### src/rtl/demux_stream_pkg.sv
// Shared constants and the round-robin pointer helper for the 1-to-4 stream demultiplexer.
package demux_stream_pkg;

    localparam int NUM_CH = 4;
    localparam int SEL_W  = 2;

    // Advance the channel pointer, wrapping from the last channel back to 0.
    function automatic logic [SEL_W-1:0] ptr_next(input logic [SEL_W-1:0] p);
        return (p == SEL_W'(NUM_CH - 1)) ? '0 : p + SEL_W'(1);
    endfunction

endpackage

### src/rtl/demux_chan_reg.sv
// One-entry output holding register with a valid/ready handshake.
module demux_chan_reg #(
    parameter int WIDTH = 8
) (
    input  logic             Clk,
    input  logic             Rst,
    input  logic             i_load,
    input  logic [WIDTH-1:0] i_data,
    input  logic             i_ready,
    output logic [WIDTH-1:0] o_data,
    output logic             o_valid
);

    logic [WIDTH-1:0] r_data;
    logic             r_valid;

    // NOTE: state is updated with <= only, so every register samples pre-edge values.
    always_ff @(posedge Clk) begin
        if (Rst) begin
            r_data  <= '0;
            r_valid <= 1'b0;
        end else if (i_load) begin
            // A load wins over a same-cycle drain: the slot refills.
            r_data  <= i_data;
            r_valid <= 1'b1;
        end else if (r_valid && i_ready) begin
            r_valid <= 1'b0;
        end
    end

    assign o_data  = r_data;
    assign o_valid = r_valid;

endmodule

### src/rtl/demux_stream.sv
// 1-to-4 registered demultiplexer: steers each accepted word to a channel chosen
// by Sel or by an internal round-robin pointer, with per-channel backpressure.
module demux_stream
    import demux_stream_pkg::*;
#(
    parameter int WIDTH = 8,
    parameter int CNT_W = 16
) (
    input  logic             Clk,
    input  logic             Rst,
    input  logic [WIDTH-1:0] In,
    input  logic             InValid,
    output logic             InReady,
    input  logic [1:0]       Sel,
    input  logic             AutoMode,
    output logic [WIDTH-1:0] Out0,
    output logic [WIDTH-1:0] Out1,
    output logic [WIDTH-1:0] Out2,
    output logic [WIDTH-1:0] Out3,
    output logic             Valid0,
    output logic             Valid1,
    output logic             Valid2,
    output logic             Valid3,
    input  logic             Ready0,
    input  logic             Ready1,
    input  logic             Ready2,
    input  logic             Ready3,
    output logic [1:0]       CurSel,
    output logic [CNT_W-1:0] AcceptCount
);

    logic [SEL_W-1:0]  r_ptr;
    logic [CNT_W-1:0]  r_cnt;
    logic [SEL_W-1:0]  w_sel;
    logic              w_accept;
    logic [NUM_CH-1:0] w_valid;
    logic [NUM_CH-1:0] w_ready;
    logic [NUM_CH-1:0] w_load;
    logic [WIDTH-1:0]  w_out [NUM_CH];

    assign w_ready = {Ready3, Ready2, Ready1, Ready0};
    assign w_sel   = AutoMode ? r_ptr : Sel;
    // Only the selected channel gates the input: a stalled target blocks the stream.
    assign InReady  = !Rst && (!w_valid[w_sel] || w_ready[w_sel]);
    assign w_accept = InValid && InReady;

    for (genvar k = 0; k < NUM_CH; k++) begin : g_ch
        assign w_load[k] = w_accept && (w_sel == SEL_W'(k));

        demux_chan_reg #(.WIDTH(WIDTH)) u_chan (
            .Clk     (Clk),
            .Rst     (Rst),
            .i_load  (w_load[k]),
            .i_data  (In),
            .i_ready (w_ready[k]),
            .o_data  (w_out[k]),
            .o_valid (w_valid[k])
        );
    end

    // Pointer is frozen in manual mode so auto mode resumes where it left off.
    always_ff @(posedge Clk) begin
        if (Rst) begin
            r_ptr <= '0;
            r_cnt <= '0;
        end else if (w_accept) begin
            if (AutoMode) r_ptr <= ptr_next(r_ptr);
            if (r_cnt != '1) r_cnt <= r_cnt + CNT_W'(1);
        end
    end

    assign CurSel      = w_sel;
    assign AcceptCount = r_cnt;
    assign Out0   = w_out[0];
    assign Out1   = w_out[1];
    assign Out2   = w_out[2];
    assign Out3   = w_out[3];
    assign Valid0 = w_valid[0];
    assign Valid1 = w_valid[1];
    assign Valid2 = w_valid[2];
    assign Valid3 = w_valid[3];

endmodule

### config.mk
export PLATFORM = sky130hd
export DESIGN_NAME = demux_stream
export DESIGN_NICKNAME = d
export VERILOG_FILES = /design/src/rtl/demux_stream_pkg.sv /design/src/rtl/demux_chan_reg.sv /design/src/rtl/demux_stream.sv
export SDC_FILE = /design/constraint.sdc
export NUM_CORES = 1
export LEC_CHECK = 0
export ABC_CLOCK_PERIOD_IN_PS = 2100
export CORE_UTILIZATION = 40
export CTS_CLUSTER_SIZE = 10
export DETAILED_ROUTE_END_ITERATION = 8
export GPL_ROUTABILITY_DRIVEN = 0
export GPL_TIMING_DRIVEN = 0
export PLACE_DENSITY = 0.81
export SLEW_MARGIN = 20
export SYNTH_ARGS = -nofsm -noshare
export SYNTH_HDL_FRONTEND = slang
export SYNTH_SLANG_ARGS = --single-unit
### constraint.sdc
create_clock -name Clk -period 2.1 [get_ports Clk]
set_input_delay 0.21 -clock Clk [delete_from_list [all_inputs] [get_ports Clk]]
set_output_delay 0.21 -clock Clk [all_outputs]
set_load 0.02 [all_outputs]
==> After elaboration in Yosys (flattened, before gate mapping) <==
Cells that the tools add are included.
{ "word_totals": {"latch_bits": 0, "romBits": 0, "wordCells": 52, "n_memories": 0, "ramBits": 0, "reg_bits": 54} }
{ "classes": {"n_eq_ne": 5, "addsub": 2, "n_mul": 0, "n_shift": 0, "bitwise_logic": 0, "n_mux": 14, "n_div": 0, "reduce_logical": 20, "n_lt_le_gt_ge": 1} }
{ "op_table": {"columns": ["cell", "count"], "rows": [
  ["$add 16x1->16 const B", 1],
  ["$ne 16x16->1 const B", 1],
  ["$logic_and 1x1->1", 10],
  ["$mux 1", 10],
  ["$reduce_bool 2->1", 4],
  ["$eq 2x2->1 const B", 3],
  ["$bmux 1 s2", 2],
  ["$mux 2", 2],
  ["$reduce_and 2->1", 2],
  ["$lt 2x3->1 const B", 1],
  ["$add 2x1->2 const B", 1],
  ["$eq 2x1->1 const B", 1],
  ["$logic_not 1->1", 2],
  ["$logic_not 2->1", 1],
  ["$logic_or 1x1->1", 1]
]} }

==> Longest topological paths before layout <==
Gate-level depths: netlist (run 1).
{ "logic_depth": {"word_depth": 9, "mapped_depth": 8} }

==> Hierarchy <==
From an unflattened synthesis (run 1), not the netlist that was laid out.
{ "unflattened": {"cells_unflattened": 253, "hier_area_um2": 2398.6} }
{ "modules_own_cells": {"columns": ["mod", "area_per_inst_um2", "cells_per_inst", "n_inst"], "rows": [
  ["demux_chan_reg", 321.6, 30, 4],
  ["demux_stream", 1112.3, 133, 1]
]} }

==> Worst setup path before layout (run 1) <==
OpenSTA, ideal clock, no wires.
{ "synth_path": {"path_type": "flip-flop to flip-flop", "from": "register r_cnt[2], in the netlist AcceptCount[2]", "to": "register r_cnt[9], in the netlist AcceptCount[9]", "slack_ns": 0.223, "setup_time_ns": 0.121, "t_required_ns": 1.979, "arrival_ns": 1.756, "stages_incl_launch_ff": 6, "cell_sequence": "dfxtp_1 -> and4_1 -> and2_1 -> a32oi_4 -> nor4b_2 -> mux2_2"} }
{ "synth_between": {"elab_chain_cells": 2, "elab_cells_between_ends": 3} }
{ "synth_lines": {"columns": ["element", "line_no", "text"], "rows": [
  ["from (decl)", "demux_stream.sv:33", "logic [CNT_W-1:0] r_cnt;"],
  ["from (signal assigned)", "demux_stream.sv:68", "if (r_cnt != '1) r_cnt <= r_cnt + CNT_W'(1);"],
  ["parallel branches: the longest is 2 deep, another holds $add 16x1->16", null, null]
]} }
Several ways; the timed one is not identified.
A chain may end at the register's enable or synchronous reset.

==> Final worst setup path (run 1) <==
{ "layout_path": {"from": "register r_cnt[2], in the netlist AcceptCount[2]", "to": "register r_cnt[14], in the netlist AcceptCount[14]"} }
The elaborated chain is that of the path after synthesis.

==> results of run 1 <==
==> cells in the mapped netlist (all sizes together) <==
cell type and n:
nor2 42, nand3b 2, a21oi 13, nor4 1
nand2 10, o31ai 3, nor2b 4, and3 1
and2 4, nand4 3, buf 5, a32oi 1
nor4bb 1, or3 3, inv 4, nor4b 1
nand3 4, mux2i 34, nand2b 4, o21ai 6
o311ai 4, dfxtp 54, a22oi 1, nor3 4
o21a 2, nand4b 1, or4 8, mux2 4
a22o 1, ha 2, and4b 1, and4 3
clkbuf 8, o41ai 3, o211a 1
==> logic make-up after synthesis <==
group           share of synthesized area (%)
compound gates                           11.1
buf+inv                                  3.64
simple gates                             21.6
fa+ha+maj                                1.06
mux                                      16.9
flops                                    45.6
==> worst paths after layout <==
path | startpoint | to | cells past startpoint | slack [ps]
max | AcceptCount[2] | AcceptCount[14] | 5 | 80
min | Rst | AcceptCount[11] | 3 | 340
max reg2reg | AcceptCount[2] | AcceptCount[14] | 5 | 80
min reg2reg | g_ch[1].u_chan.o_data[6] | g_ch[1].u_chan.o_data[6] | 2 | 510
==> worst min-delay path, cell delays in order <==
cell and delay, ps:
sky130_fd_sc_hd__clkbuf_1 160, sky130_fd_sc_hd__nor2_1 110, sky130_fd_sc_hd__mux2_2 140
==> layer usage <==
| metal | vias to the layer above | global-route usage, % | routed length [um] |
|---|---|---|---|
| met3 | 12 | 3.33 | 311 |
| met5 | - | 0 | 0 |
| met4 | 0 | 11.6 | 155 |
| met1 | 1003 | 26.1 | 2650 |
| li1 | 1039 | - | - |
| met2 | 75 | 31.3 | 2850 |
==> area by class of cell <==
cell class,count,area [um^2],share of cell area (%)
Buffer,13,72.6,2.19
Clock buffer,5,68.8,2.08
Clock inverter,3,47.5,1.43
Inverter,4,15.0,0.453
Multi-Input combinational cell,172,1210,36.6
Sequential cell,54,1080,32.6
Tap cell,72,90.1,2.72
Timing Repair Buffer,73,726,21.9
==> metrics by stage <==
step	setup TNS, ps	utilization [%]	std cells	instance area, um^2	hold WS (ps)
finish	0	59.1	396	3320	336
detailed placement	-9120	56.5	386	3170	487
floorplan	0	-	243	2370	354
CTS	0	58.9	396	3310	342
global placement	-7990	56.5	386	3170	473
global route	0	59.1	396	3320	372
==> sequential cells by signal (all words and copies together) (netlist names) <==
| register | flops |
|---|---|
| g_ch.u_chan.o_data | 32 |
| AcceptCount | 16 |
| g_ch.u_chan.o_valid | 4 |
| r_ptr | 2 |
==> power by group <==
| group | internal (mW) | leakage (nW) | switching (mW) |
|---|---|---|---|
| clock | 0.362 | 0.0587 | 0.372 |
| combinational | 0.113 | 0.763 | 0.127 |
| sequential | 1.04 | 0.437 | 0.0134 |
| total | 1.52 | 1.26 | 0.512 |
==> what timing repair did <==
action	CTS	global route
setup buffers	2	0
endpoints found under the setup margin	6	9
resized for setup	6	3
==> run summary, run 1 <==
The run finished with clean final reports. The number of buffers inserted during clock tree synthesis is 5. After layout, the worst path uses 96.2% of the clock period. The root buffer cell is sky130_fd_sc_hd__clkbuf_8. The signal on the critical path passes through and4_1 > and2_1 > a32oi_4 > or4_1 > o211a_1. The row count is 27. The highest fanout seen on the critical path came out at 8.

The combined buffer and inverter count along the critical path came out at 0. Headroom to the max-slew limit came out at 61.2%. The maximum buffer depth of the clock tree is 2. The standby leakage power is 1.26 nW. For this design the ratio of total power to cell area is 612 nW/um^2. STA classifies the critical path startpoint as a flip-flop. Based on the critical path, the design can be clocked at up to 495 MHz. The critical-path cell with the highest stage delay is sky130_fd_sc_hd__or4_1. The overall routing resource usage is 20.1%. The clock tree synthesis step divided the H-tree into 2 levels.

The tool flagged a number of max-cap violations equal to 0. At the worst endpoint, the required time is 2310 ps. The number of nets with antenna violations after detailed routing is 0. The horizontal die dimension is 79.0 um. The critical path in this run is classified as reg -> reg. The share of the yosys chip area belonging to registers is 45.6%.

The average footprint of a synthesized cell is 9.75 um^2. The detailed-routing iteration count for the pre-antenna-repair pass is 5. After layout, the worst setup slack is 80.8 ps. On the critical path the largest part of the delay comes from simple AND/OR/NAND/NOR gates. Buffers placed on the I/O ports in this run total 71. The flop and latch count out of synthesis is 54. The final-report hold violation count is 0.

Setup repair after global routing left no endpoint under its margin. The proportion of layout cells with a drive suffix above 1 is 9.26%. OpenSTA, run right after detailed placement, puts the worst setup slack at -450 ps. Setup violations remaining at the end of the flow were counted as 0. The remaining global-route overflow came out at 0. The total wire length came out at 5.97 mm. The endpoint class of the critical path is a flip-flop. TritonCTS built the clock tree.

The height of the chip is 79.0 um. The clock insertion delay at the later pin of the skew report came out at 320 ps. The final period demand of the worst path is 2020 ps. The area of the core is 5610 um^2. By area the synthesized netlist is led by sky130_fd_sc_hd__dfxtp_1 46%, sky130_fd_sc_hd__mux2i_1 14%, sky130_fd_sc_hd__nor2_1 6.5%. For this run, the slowest stage of the critical path takes 530 ps. The synthesis warning total came out at 0.

The synthesized netlist contains 42 unique library cells. The number of slew-limit violations in the final report was 0. The full die area came out at 6240 um^2. Detailed routing inserted a total of 2,129 vias. The library cell used most frequently in the layout, excluding fill and tap cells, is sky130_fd_sc_hd__clkdlybuf4s50_1.

The maximum number of pins on one net before global-route repair came out at 19. The routed length per instance came out at 15.1 um. The min-delay analysis places its worst path in the category in -> reg. The number of antenna violations at the first check in global routing is 0.

The via count of the first global-routing pass came out at 2,058. The total power is 2.03 mW. IR analysis of the VDD net gives a maximum drop of 0.000423 V. Across the routed clock network, the largest skew measured is 11.4 ps.

The slew at the pin closest to its max-slew limit is 583 ps. The cell area after synthesis came out at 2370 um^2. The largest total area in the synthesized netlist belongs to sky130_fd_sc_hd__dfxtp_1.

The number of nets in the layout is 343. The boundary pin count came out at 73. The number of vias per cell came out at 5.38. The post-detailed-route DRC marker count is 0. The placed wire-length estimate after detailed placement came out at 4.29 mm. The gate count of the mapped netlist is 243. The fill cell total of the finished layout came out at 516. The starting density of the core came out at 42.3%. In this run, the number of DRC markers left after iteration 0 of detailed routing was 146.

The clock sink count is 54. The hold buffer count at cts is 0. The clock-pin slew of the registers on the worst-case setup and hold paths came out at 100 ps. The antenna diode count is 0. The top cell type's share of synthesized area is 45.6%.

The synthesized netlist net count is 263. In the layout the commonest cells are 69 x sky130_fd_sc_hd__clkdlybuf4s50_1, 54 x sky130_fd_sc_hd__dfxtp_1, 41 x sky130_fd_sc_hd__nor2_1. Relative to the synthesized area, the layout overhead comes to 39.9%. The first global-routing pass estimated 9.66 mm of wire. The data arrival time of the critical path is 2230 ps.
Note: power is estimated with default switching activity, not from simulation.
==> inputs of run 2 (changes only) <==
--- a/config.mk
+++ b/config.mk
@@ -9,9 +9,10 @@
 export CORE_UTILIZATION = 40
 export CTS_CLUSTER_SIZE = 10
 export DETAILED_ROUTE_END_ITERATION = 8
+export DONT_BUFFER_PORTS = 1
 export GPL_ROUTABILITY_DRIVEN = 0
 export GPL_TIMING_DRIVEN = 0
-export PLACE_DENSITY = 0.81
+export PLACE_DENSITY = 0.65
 export SLEW_MARGIN = 20
 export SYNTH_ARGS = -nofsm -noshare
 export SYNTH_HDL_FRONTEND = slang
==> run 2 against run 1 <==
Core utilization shrank 13 points. Largest cell class unchanged. Die area is the same. Via count shrank 16%. Clock power shrank 1%. Highest routed layer unchanged. Critical path type unchanged. Clock-buffer cell count is the same.
==> run summary, run 2 (synthesized netlist as in run 1, its figures left out) <==
The clock insertion delay at the later pin of the skew report is 310 ps. The clock sink count is 54. The total wire length is 5.38 mm.

The worst setup path is captured at a flip-flop. Across all hold checks on the routed design, the worst slack comes to 40.9 ps. The height of the chip is 79.0 um. The clock-pin slew of the registers on the worst-case setup and hold paths came out at 100 ps. The tree is rooted in a sky130_fd_sc_hd__clkbuf_8. The placed wire-length estimate after detailed placement is 3.90 mm.

Summed over all layers, the global routing overflow is 0. The finished cells cover 2600 um^2. In the final layout, the share of cells above drive strength 1 is 13.5%. The number of nets in the layout came out at 270. The setup total negative slack came out at 0 ps. The number of vias per cell is 5.57. The iteration-0 DRC count of the detailed router is 122. The number of vias in the routed layout is 1,799. 73 I/O pins were placed.

The most common library cell in the layout ignoring fill and taps is sky130_fd_sc_hd__dfxtp_1. In this run the static leakage power is 0.997 nW. In this run the cell area measured after placement is 2460 um^2. The routed length per instance is 16.7 um.

The area growth from synthesis to layout is 9.87%. The share of the core filled with cells in the final layout is 46.4%. The antenna diode count is 0. The setup check on the worst reg-to-reg path leaves a slack of 100 ps. Hold repair after CTS inserted 0 buffers. The number of antenna violations at the first check in global routing came to 0. The full die area came out at 6240 um^2. The element type at the critical path start is a flip-flop. The power per standard cell area came out at 746 nW/um^2. The overall routing resource usage is 17.8%.

The count of buffers added on input and output ports is 0. The maximum buffer depth of the clock tree came out at 2. The worst clock skew on the final layout is 5.08 ps.

CTS built an H-tree with a depth of 2. The worst register-to-register path begins at r_ptr[1]. At the pin with the least slew margin, the transition time is 570 ps.

The endpoint of the worst hold path is g_ch[0].u_chan.o_data[2]. The first TritonRoute pass finished after 4 iterations. The post-detailed-route DRC marker count is 0.

The relative max-transition margin is 62.0%. The horizontal die dimension came out at 79.0 um. The number of buffers inserted during clock tree synthesis came out at 5. The hold path startpoint is In[2]. The library cells used most frequently in the layout, excluding fill and tap cells, are 49 x sky130_fd_sc_hd__dfxtp_1, 41 x sky130_fd_sc_hd__nor2_1, 32 x sky130_fd_sc_hd__mux2i_1. The fill cell total of the finished layout came out at 578. The maximum clock frequency is 500 MHz.

The number of nets with antenna violations after detailed routing came out at 0. The TritonCTS clock tree is yes. The via count of the first global-routing pass came out at 1,715.

Setup repair after global routing left no endpoint under its margin. At the worst endpoint, the arrival time is 2210 ps. The worst setup path category is reg -> reg.

In this run the standard cell core region covers 5610 um^2. The run finished with clean final reports. The final cycle utilization of the critical path came out at 95.2%. STA puts the critical path data required time at 2310 ps. The setup violation total in the final timing report is 0. The flip-flop count of the largest register after layout came out at 32.

In this run the critical register-to-register path is captured at AcceptCount[12]. Along the worst hold path, the cell count comes to 2. The starting density of the core came out at 42.3%. The largest vdd supply drop came out at 0.000399 V. The total of max-cap violations came out at 0. The global-route wire length before repair came out at 8.59 mm. The number of slew-limit violations in the final report is 0. The routed design could run at a clock period as short as 2000 ps.

The final-report hold violation count is 0. Of all nets on the critical path, the largest fanout is 10. Entering global routing, the biggest net connects 19 pins.

The row count came out at 27. The depth of the worst register-to-register path came out at 7. The min-delay analysis places its worst path in the category in -> reg.
run 2: changes by cell type in the layout (fill, tap and decap cells not counted), sizes merged:
cell / before / now
buf: 7 / 5
clkdlybuf4s15: 1 / 0
clkdlybuf4s50: 69 / 0
dlygate4sd2: 1 / 0
run 2: timing repair:
| action | CTS | global route |
|---|---|---|
| endpoints found under the setup margin | 6 | 10 |
| gates resized for setup | 4 | 7 |
| buffers inserted | 0 | 0 |
run 2: layout make-up:
| type | count | area (um^2) | share of cell area (%) |
|---|---|---|---|
| buffer | 13 | 72.6 | 2.79 |
| clock buffer | 5 | 68.8 | 2.64 |
| clock inverter | 3 | 47.5 | 1.83 |
| inverter | 4 | 15.0 | 0.577 |
| multi-input combinational | 172 | 1220 | 46.9 |
| sequential | 54 | 1090 | 41.8 |
| tap | 72 | 90.1 | 3.46 |
run 2: worst max-delay path by stage:
stage                    from         endpoint
6_report             r_ptr[1]  AcceptCount[12]
5_1_grt        AcceptCount[9]   AcceptCount[0]
4_1_cts        AcceptCount[3]   AcceptCount[9]
3_5_place_dp         r_ptr[0]   AcceptCount[9]
3_3_place_gp   AcceptCount[2]   AcceptCount[9]
2_1_floorplan  AcceptCount[2]   AcceptCount[9]
run 2: worst max-delay path: stages (launching register included):
cell and delay [ps]:
sky130_fd_sc_hd__dfxtp_1 340, sky130_fd_sc_hd__mux2_4 340, sky130_fd_sc_hd__mux2_2 360, sky130_fd_sc_hd__a22oi_4 260, sky130_fd_sc_hd__buf_6 190, sky130_fd_sc_hd__clkbuf_8 180
sky130_fd_sc_hd__nor3_1 60, sky130_fd_sc_hd__o21a_1 170
run 2: power breakdown:
group	total, mW	switching (mW)	leakage, nW	internal, mW
logic	0.134	0.0818	0.499	0.0523
registers	1.08	0.0394	0.439	1.04
clock network	0.724	0.362	0.0587	0.362
run 2: per-layer routing:
metal	up-vias	global-route usage, %	part of all wire [%]
met2	42	27.2	47
met1	861	22.7	45
li1	888	-	-
met4	0	6.91	1.6
met5	-	0	0
met3	8	6.44	6.7
run 2: per-stage QoR:
| stage | setup WS, ps | cells | total power, mW |
|---|---|---|---|
| 3_3_place_gp | 0.449 | 315 | 1.24 |
| 5_1_grt | 1.96 | 323 | 2.01 |
| 2_1_floorplan | 223 | 243 | 1.21 |
| 3_5_place_dp | -12.0 | 315 | 1.24 |
| 4_1_cts | 3.37 | 323 | 1.96 |
| 6_report | 102 | 323 | 1.94 |
